File: src/rtl/uart_tx_fifo.sv
// UART transmitter fed by a small FIFO: queued words go out back-to-back with
// configurable data width, parity and stop bits.
module uart_tx_fifo #(
    parameter int  CLK_FREQ   = 100_000_000,
    parameter int  BAUD       = 115200,
    parameter int  DATA_BITS  = 8,
    parameter int  PARITY     = 0,
    parameter int  STOP_BITS  = 1,
    parameter int  FIFO_DEPTH = 16,
    localparam int LW         = $clog2(FIFO_DEPTH) + 1
) (
    input  logic                 sys_clk,
    input  logic                 sys_rst_n,
    input  logic                 tx_valid,
    input  logic [DATA_BITS-1:0] tx_data,
    output logic                 tx_ready,
    input  logic                 tx_flush,
    output logic [LW-1:0]        fifo_level,
    output logic                 overflow,
    output logic                 uart_tx_busy,
    output logic                 uart_txd
);
    localparam int BAUD_DIV = CLK_FREQ / BAUD;
    localparam int AW       = LW - 1;
    localparam int CW       = $clog2(BAUD_DIV);
    localparam logic [CW-1:0] CNT_LAST = CW'(BAUD_DIV - 1);

    typedef enum logic [2:0] {
        S_IDLE,
        S_START,
        S_DATA,
        S_PARITY,
        S_STOP
    } state_t;

    function automatic logic parity_of(input logic [DATA_BITS-1:0] d);
        return (PARITY == 1) ? ~^d : ^d;
    endfunction

    logic [DATA_BITS-1:0] mem_q [FIFO_DEPTH];
    logic [LW-1:0]        wr_ptr_q, wr_ptr_d;
    logic [LW-1:0]        rd_ptr_q, rd_ptr_d;
    logic                 ovf_q, ovf_d;
    logic                 full, empty, push, pop;
    logic [DATA_BITS-1:0] head;

    state_t               state_q;
    logic [CW-1:0]        cnt_q;
    logic [2:0]           bit_q;
    logic                 txd_q, busy_q;
    logic [DATA_BITS-1:0] shift_q;
    logic                 par_q;
    logic                 bit_end, last_data, last_stop, shift_en;

    // Extra MSB on the pointers separates full (MSBs differ) from empty.
    assign empty = (wr_ptr_q == rd_ptr_q);
    assign full  = (wr_ptr_q[AW] != rd_ptr_q[AW]) &&
                   (wr_ptr_q[AW-1:0] == rd_ptr_q[AW-1:0]);
    assign head  = mem_q[rd_ptr_q[AW-1:0]];

    assign bit_end   = (cnt_q == CNT_LAST);
    assign last_data = (bit_q == 3'(DATA_BITS - 1));
    assign last_stop = (bit_q == 3'(STOP_BITS - 1));
    assign shift_en  = (state_q == S_DATA) && bit_end;

    assign push = tx_valid && !full && !tx_flush;
    assign pop  = !empty && !tx_flush &&
                  ((state_q == S_IDLE) ||
                   ((state_q == S_STOP) && bit_end && last_stop));

    always_comb begin
        wr_ptr_d = wr_ptr_q;
        rd_ptr_d = rd_ptr_q;
        ovf_d    = ovf_q;
        if (tx_flush) begin
            wr_ptr_d = '0;
            rd_ptr_d = '0;
            ovf_d    = 1'b0;
        end else begin
            if (push)
                wr_ptr_d = wr_ptr_q + 1'b1;
            if (pop)
                rd_ptr_d = rd_ptr_q + 1'b1;
            if (tx_valid && full)
                ovf_d = 1'b1;
        end
    end

    always_ff @(posedge sys_clk or negedge sys_rst_n) begin
        if (!sys_rst_n) begin
            wr_ptr_q <= '0;
            rd_ptr_q <= '0;
            ovf_q    <= 1'b0;
        end else begin
            wr_ptr_q <= wr_ptr_d;
            rd_ptr_q <= rd_ptr_d;
            ovf_q    <= ovf_d;
        end
    end

    always_ff @(posedge sys_clk) begin
        if (push)
            mem_q[wr_ptr_q[AW-1:0]] <= tx_data;
    end

    // Payload and its parity are captured at pop so the FIFO slot is free at once.
    always_ff @(posedge sys_clk) begin
        if (pop) begin
            shift_q <= head;
            par_q   <= parity_of(head);
        end else if (shift_en) begin
            shift_q <= shift_q >> 1;
        end
    end

    always_ff @(posedge sys_clk or negedge sys_rst_n) begin
        if (!sys_rst_n) begin
            state_q <= S_IDLE;
            cnt_q   <= '0;
            bit_q   <= '0;
            txd_q   <= 1'b1;
            busy_q  <= 1'b0;
        end else begin
            if (state_q == S_IDLE || bit_end)
                cnt_q <= '0;
            else
                cnt_q <= cnt_q + 1'b1;

            case (state_q)
                S_IDLE: begin
                    bit_q <= '0;
                    if (pop) begin
                        state_q <= S_START;
                        txd_q   <= 1'b0;
                        busy_q  <= 1'b1;
                    end
                end
                S_START: begin
                    if (bit_end) begin
                        state_q <= S_DATA;
                        bit_q   <= '0;
                        txd_q   <= shift_q[0];
                    end
                end
                S_DATA: begin
                    if (bit_end) begin
                        if (last_data) begin
                            bit_q <= '0;
                            if (PARITY != 0) begin
                                state_q <= S_PARITY;
                                txd_q   <= par_q;
                            end else begin
                                state_q <= S_STOP;
                                txd_q   <= 1'b1;
                            end
                        end else begin
                            bit_q <= bit_q + 1'b1;
                            txd_q <= shift_q[1];
                        end
                    end
                end
                S_PARITY: begin
                    if (bit_end) begin
                        state_q <= S_STOP;
                        bit_q   <= '0;
                        txd_q   <= 1'b1;
                    end
                end
                S_STOP: begin
                    if (bit_end) begin
                        if (last_stop) begin
                            bit_q <= '0;
                            if (pop) begin
                                state_q <= S_START;
                                txd_q   <= 1'b0;
                            end else begin
                                state_q <= S_IDLE;
                                txd_q   <= 1'b1;
                                busy_q  <= 1'b0;
                            end
                        end else begin
                            bit_q <= bit_q + 1'b1;
                        end
                    end
                end
                default: begin
                    state_q <= S_IDLE;
                    txd_q   <= 1'b1;
                    busy_q  <= 1'b0;
                end
            endcase
        end
    end

    assign tx_ready     = !full;
    assign fifo_level   = wr_ptr_q - rd_ptr_q;
    assign overflow     = ovf_q;
    assign uart_tx_busy = busy_q;
    assign uart_txd     = txd_q;

endmodule

File: config.mk
export PLATFORM = sky130hd
export DESIGN_NAME = uart_tx_fifo
export DESIGN_NICKNAME = d
export VERILOG_FILES = /design/src/rtl/uart_tx_fifo.sv
export SDC_FILE = /design/constraint.sdc
export NUM_CORES = 1
export LEC_CHECK = 0
export ABC_AREA = 1
export CAP_MARGIN = 20
export CELL_PAD_IN_SITES_DETAIL_PLACEMENT = 0
export CELL_PAD_IN_SITES_GLOBAL_PLACEMENT = 1
export CORE_ASPECT_RATIO = 0.8
export CORE_UTILIZATION = 49
export CTS_CLUSTER_SIZE = 28
export DETAILED_ROUTE_END_ITERATION = 6
export GPL_TIMING_DRIVEN = 0
export MAX_ROUTING_LAYER = met4
export PLACE_DENSITY = 0.77
export SLEW_MARGIN = 20
export SYNTH_ARGS = -nofsm -noshare
export SYNTH_HDL_FRONTEND = slang
export SYNTH_SLANG_ARGS = --single-unit
File: constraint.sdc
create_clock -name sys_clk -period 2.9 [get_ports sys_clk]
set_input_delay 0.58 -clock sys_clk [delete_from_list [all_inputs] [get_ports sys_clk]]
set_output_delay 0.58 -clock sys_clk [all_outputs]
set_load 0.02 [all_outputs]
* Word level (Yosys, flattened, before mapping)
Memories as Yosys holds them, arrays and structs flattened.
Cells that the tools add are included.
** Word-level totals
- Bits in read-only memories :: 0
- Flip-flop bits (word level) :: 37
- Input bits :: 12
- Latch bits :: 0
- Output and inout bits :: 9
- Memories :: 1
- Bits in writable memories :: 128
** Operators by class
- Add/sub/neg operators :: 5
- Divide/modulo/power cells :: 0
- Equality and inequality tests :: 18
- $lt $le $gt $ge :: 0
- Shift operators :: 0
- Mux-type cells :: 40
- Reductions and logical operators :: 27
- Multipliers :: 0
- Bitwise gates (word level) :: 1
** Memories
- mem_q :: depth 16, width 8, rd ports 1, clocked after memory_dff 0, wr ports 1, RTL line 40 : logic [DATA_BITS-1:0] mem_q [FIFO_DEPTH];
** Operator list (number)
- 3-bit two-way mux :: 12
- 5-bit two-way mux :: 4
- 1-bit two-way mux :: 17
- 8-bit two-way mux :: 2
- 2-bit inequality test, second input constant :: 8
- 3-bit one-hot mux with 5 select lines :: 1
- 3-bit one-hot mux with 4 select lines :: 1
- 10-bit by 1-bit adder with 10-bit output, second input constant :: 1
- 5-bit by 1-bit adder with 5-bit output, second input constant :: 2
- 10-bit equality test, second input constant :: 1
- 10-bit two-way mux :: 1
- 1-bit logical AND :: 9
- 2-bit nonzero test :: 4
- 7-bit AND reduction :: 1
- 3-bit by 2-bit equality test with 1-bit output, second input constant :: 2
- 3-bit equality test, second input constant :: 2
- 3-bit zero test :: 2
- 6-bit AND reduction :: 1
- 5-bit equality test :: 1
- 1-bit one-hot mux with 5 select lines :: 1
- 5-bit AND reduction :: 1
- 5-bit subtractor :: 1
- 4-bit equality test :: 1
- 4-bit AND reduction :: 1
- 11 further kinds :: 14

* Logic depth before layout (Yosys ltp)
- Depth in word-level cells :: 9
- Depth in mapped cells :: 14

* Least setup slack after synthesis
OpenSTA, ideal clock, no wires.
- Path kind :: register to register
- Start :: register rd_ptr_q[1]
- End :: memory mem_q[0][0] (enable)
- Arrival time :: 2.215 ns
- Data required time :: 2.530 ns
- Stages on the path, launching flop included :: 12
- Buffers on the path :: 2
- Path slack :: 0.314 ns
- Library setup time :: 0.370 ns
- Cell sequence :: dfrtp_1 buf_2 inv_1 buf_4 ha_1 nand2_1 nor2_2 nand3_1 nand2_1 nor2_2 nand2_1 nor2_1
** On the way
- Cells in the longest elaborated chain, start to end :: 7
** Ends and longest elaborated chain
- from (decl) :: RTL line 42 : logic [LW-1:0] rd_ptr_q, rd_ptr_d;
- from (signal assigned) :: RTL line 96 : rd_ptr_q <= rd_ptr_d;
- 4-bit equality test :: RTL line 58 : (wr_ptr_q[AW-1:0] == rd_ptr_q[AW-1:0]);
- 1-bit logical AND :: RTL line 57 : assign full = (wr_ptr_q[AW] != rd_ptr_q[AW]) &&
- 1-bit zero test
- via tx_ready :: RTL line 16 : output logic tx_ready,
- 1-bit logical AND (2 in series) :: RTL line 66 : assign push = tx_valid && !full && !tx_flush;
- 1-bit two-way mux :: RTL line 102 : if (push)
- 1-bit two-way mux (implied by the code) :: RTL line 103 : mem_q[wr_ptr_q[AW-1:0]] <= tx_data;
- to (decl) :: RTL line 40
The timed path passes the listed nets, and every way through them passes these cells.

* Worst setup path in the final report
- Start :: register rd_ptr_q[1]
- End :: memory mem_q[10][7] (enable)
** On the way
- Cells in the longest elaborated chain, start to end :: 7
** Ends and longest elaborated chain (RTL line)
- 4-bit equality test :: 58
- 1-bit logical AND :: 57
- 1-bit zero test :: 66
- 1-bit logical AND (2 in series) :: 66
- 1-bit two-way mux :: 102
- 1-bit two-way mux (implied by the code) :: 103
No other way between the ends.

==> flow_metrics.env <==
export IMPL_endpoint="mem_q[10][7]"
export IMPL_ys_seq_area_share_pct=65.6
export IMPL_crit_start="rd_ptr_q[1]"
export IMPL_status="finished with violations"
export IMPL_worstPathMaxFanout=10
export IMPL_diodes=0
export IMPL_syn_avg_cell_area_um2=10.7
export IMPL_clock_skew_ns=0.00701
export IMPL_rrSetupSlack_ns=-0.002
export IMPL_drive_above_1_share_pct=13.0
export IMPL_syn_to_final_growth_pct=15.3
export IMPL_portBuffers=20
export IMPL_final_cell_count_no_fill=923
export IMPL_seq_area_um2=4810
export IMPL_clk_latency_ns=0.43
export IMPL_timing_final_ws_setup_ns=-0.00160
export IMPL_final_cell_area_um2=8450
export IMPL_mostFrequentLayoutCells="nor2_1, edfxtp_1, nand2_1"
export IMPL_grt_util_met3_pct=4.30
export IMPL_core_rowCount=39
export IMPL_met2_usage_pct=37.4
export IMPL_die_w_um=139
export IMPL_reg2reg_depth=11
export IMPL_syn_area_um2=7330
export IMPL_rsz0062_at_grt="yes"
export IMPL_multi_input_area_um2=2250
export IMPL_final_hold_violation_count=0
export IMPL_fmax_mhz=345
export IMPL_wire_per_inst_um=18.9
export IMPL_viasPerCell=5.54
export IMPL_drtAntennaViolNets=0
export IMPL_dp_hpwl_um=12000
export IMPL_grt_pass1_vias=4958
export IMPL_clkTransAtPathRegs_ns=0.06
export IMPL_dieArea_um2=15500
export IMPL_fin_crit_sh_pct=100
export IMPL_path_class="flop to flop"
export IMPL_r2r_start="rd_ptr_q[1]"
export IMPL_grt_remaining_overflow=0
export IMPL_drt_wl_total_um=17500
export IMPL_detailroute_via_count=5111
export IMPL_worst_hold_path_type="input port to asynchronous set/reset pin"
export IMPL_grt_busiest_layer="met2"
export IMPL_final_common_cell="nor2_1"
export IMPL_ys_ff_latch=165
export IMPL_placed_cell_area_um2=7750
export IMPL_cts_tree="built"
export IMPL_synth_nets=712
export IMPL_max_vdd_ir_drop_mv=0.548
export IMPL_maxCapViolations=0
export IMPL_die_y_um=111
export IMPL_global_route_usage_met1_pct=35.2
export IMPL_min_period_ns=2.90
export IMPL_muxShareOfSynthArea_pct=0
export IMPL_cts_sinks=165
export IMPL_antenna_found_initial=0
export IMPL_cp_required_ns=2.96
export IMPL_synth_xor_area_share_pct=0.956
export IMPL_tightest_slew_ns=0.827
export IMPL_p_per_area_nw_per_um2=784
export IMPL_gp_congestion=0.868
export IMPL_post_place_ws_ns=-0.356
export IMPL_fillers=1199
export IMPL_htreeDepth=4
export IMPL_cts_made_buffers=17
export IMPL_initial_core_util_pct=50.7
export IMPL_synthCells=686
export IMPL_synth_compound_area_share_pct=9.41
export IMPL_r2r_end="mem_q[10][7]"
export IMPL_drt_iter0_drc=537
export IMPL_end_kind="flop"
export IMPL_total_power_w=0.00663
export IMPL_ios=21
export IMPL_startpoint_type="flop"
export IMPL_arrival_ns=2.97
export IMPL_grt_max_degree=30
export IMPL_clockBufferDepth=2
export IMPL_core_um2=14400
export IMPL_synth_warnings=0
export IMPL_synth_cell_types=38
export IMPL_drtPass1Iterations=7
export IMPL_synth_adder_area_share_pct=2.49
export IMPL_root_buffer="clkbuf_16"
export IMPL_slew_headroom_pct=44.7
export IMPL_dp_cells=890
export IMPL_nNetsFinal=752
export IMPL_violations="design-rule violations, negative setup slack"
export IMPL_drcViolationCount=2
export IMPL_slew_violations=0
export IMPL_yosys_area_share_simple_pct=17.3
export IMPL_grt_use_total_pct=25.1
export IMPL_grt_pass1_wl_um=27300
export IMPL_p_leak_nw=3.24
export IMPL_setup_viol=2
export IMPL_synth_top_family_by_area="simple AND/OR/NAND/NOR gates"
[power by group]
part | internal, W | leakage (nW) | total [W] | switching (W)
Sequential | 0.00267 | 1.62 | 0.00275 | 0.0000827
Combinational | 0.000486 | 1.32 | 0.00144 | 0.000955
Clock | 0.00153 | 0.303 | 0.00243 | 0.000907
[cells in the mapped netlist]
master,instances,area (µm²)
dfrtp_1,28,701
inv_2,7,26.3
ha_1,13,163
buf_4,7,52.6
dfstp_2,1,26.3
fa_1,1,20.0
o21bai_1,1,7.51
buf_6,3,33.8
nand3_1,21,105
clkbuf_1,5,18.8
xnor2_1,1,8.76
inv_4,1,6.26
buf_1,1,3.75
nand3_2,1,10.0
nor3_1,4,20.0
o211ai_1,16,120
nor4_1,1,6.26
buf_2,9,45.0
or2_2,1,6.26
o21ai_2,1,8.76
and3_1,1,6.26
nand2_2,3,18.8
edfxtp_1,136,4080
nand4_1,5,31.3
xor2_1,7,61.3
inv_1,31,116
nand2_1,93,349
or2_1,1,6.26
a211oi_1,1,7.51
o21ai_1,8,40.0
nor2_8,1,20.0
nor2_4,1,11.3
nor2_1,164,616
nand2_4,2,22.5
a21oi_1,18,90.1
clkinv_1,2,7.51
o21ai_0,83,415
nor2_2,6,37.5
[kinds of logic after synthesis]
group	Yosys count
flops	165
compound gates	128
simple gates	305
buf+inv	66
xor+xnor	8
fa+ha+maj	14
[per-layer routing]
metal / up-vias / part of all wire (%)
met5: - / 0
li1: 2438 / -
met4: 0 / 1.6
met2: 141 / 46
met3: 19 / 5.4
met1: 2513 / 47
[how the worst min path moves through the flow]
| stage | to | slack, ns |
|---|---|---|
| 2_1_floorplan | bit_q[0] | 0.28 |
| 3_3_place_gp | uart_tx_busy | 0.46 |
| 3_5_place_dp | uart_tx_busy | 0.46 |
| 4_1_cts | wr_ptr_q[1] | 0.20 |
| 5_1_grt | wr_ptr_q[1] | 0.24 |
| 6_report | wr_ptr_q[1] | 0.19 |
[repair_timing]
action | 4_1_cts | 5_1_grt
buffers inserted | 2 | 0
gates cloned | 0 | 0
hold buffers | 0 | 0
setup endpoints to repair | 141 | 123
gates resized for setup | 28 | 4
[final cells by class]
cell class | instances | share of cell area, %
Sequential cell | 165 | 56.9
Multi-Input combinational cell | 455 | 26.6
Clock buffer | 19 | 5.12
Tap cell | 184 | 2.72
Clock inverter | 13 | 2.43
Timing Repair Buffer | 22 | 2.43
Inverter | 41 | 1.91
Buffer | 24 | 1.81
[sequential cells by signal, indices dropped and copies added (netlist names)]
register and flops:
uart_txd 1, overflow 1, uart_tx_busy 1, bit_q 3, state_q 3, rd_ptr_q 5, wr_ptr_q 5, mem_q 128
shift_q 8, cnt_q 10
[worst max-delay path, cell delays in order (launching register included)]
cell and delay, ns:
dfrtp_1 0.36, buf_4 0.19, clkinvlp_4 0.12, buf_4 0.20, ha_1 0.29, nand2_1 0.08, nor2_2 0.05, nand3_1 0.12
nand2_1 0.12, nor2_2 0.19, nand2_1 0.31, nor2_2 0.50
[through the flow]
stage	utilization [%]	TNS (ns)	hold WS (ns)
after floorplan	-	0	0.284
after global placement	53.7	-28.97	0.457
after detailed placement	53.7	-37.51	0.462
after global routing	58.5	-9.99	0.240
final	58.5	-0.00305	0.188
after CTS	58.5	0	0.201
No activity file was read; power rests on OpenSTA's default activity.
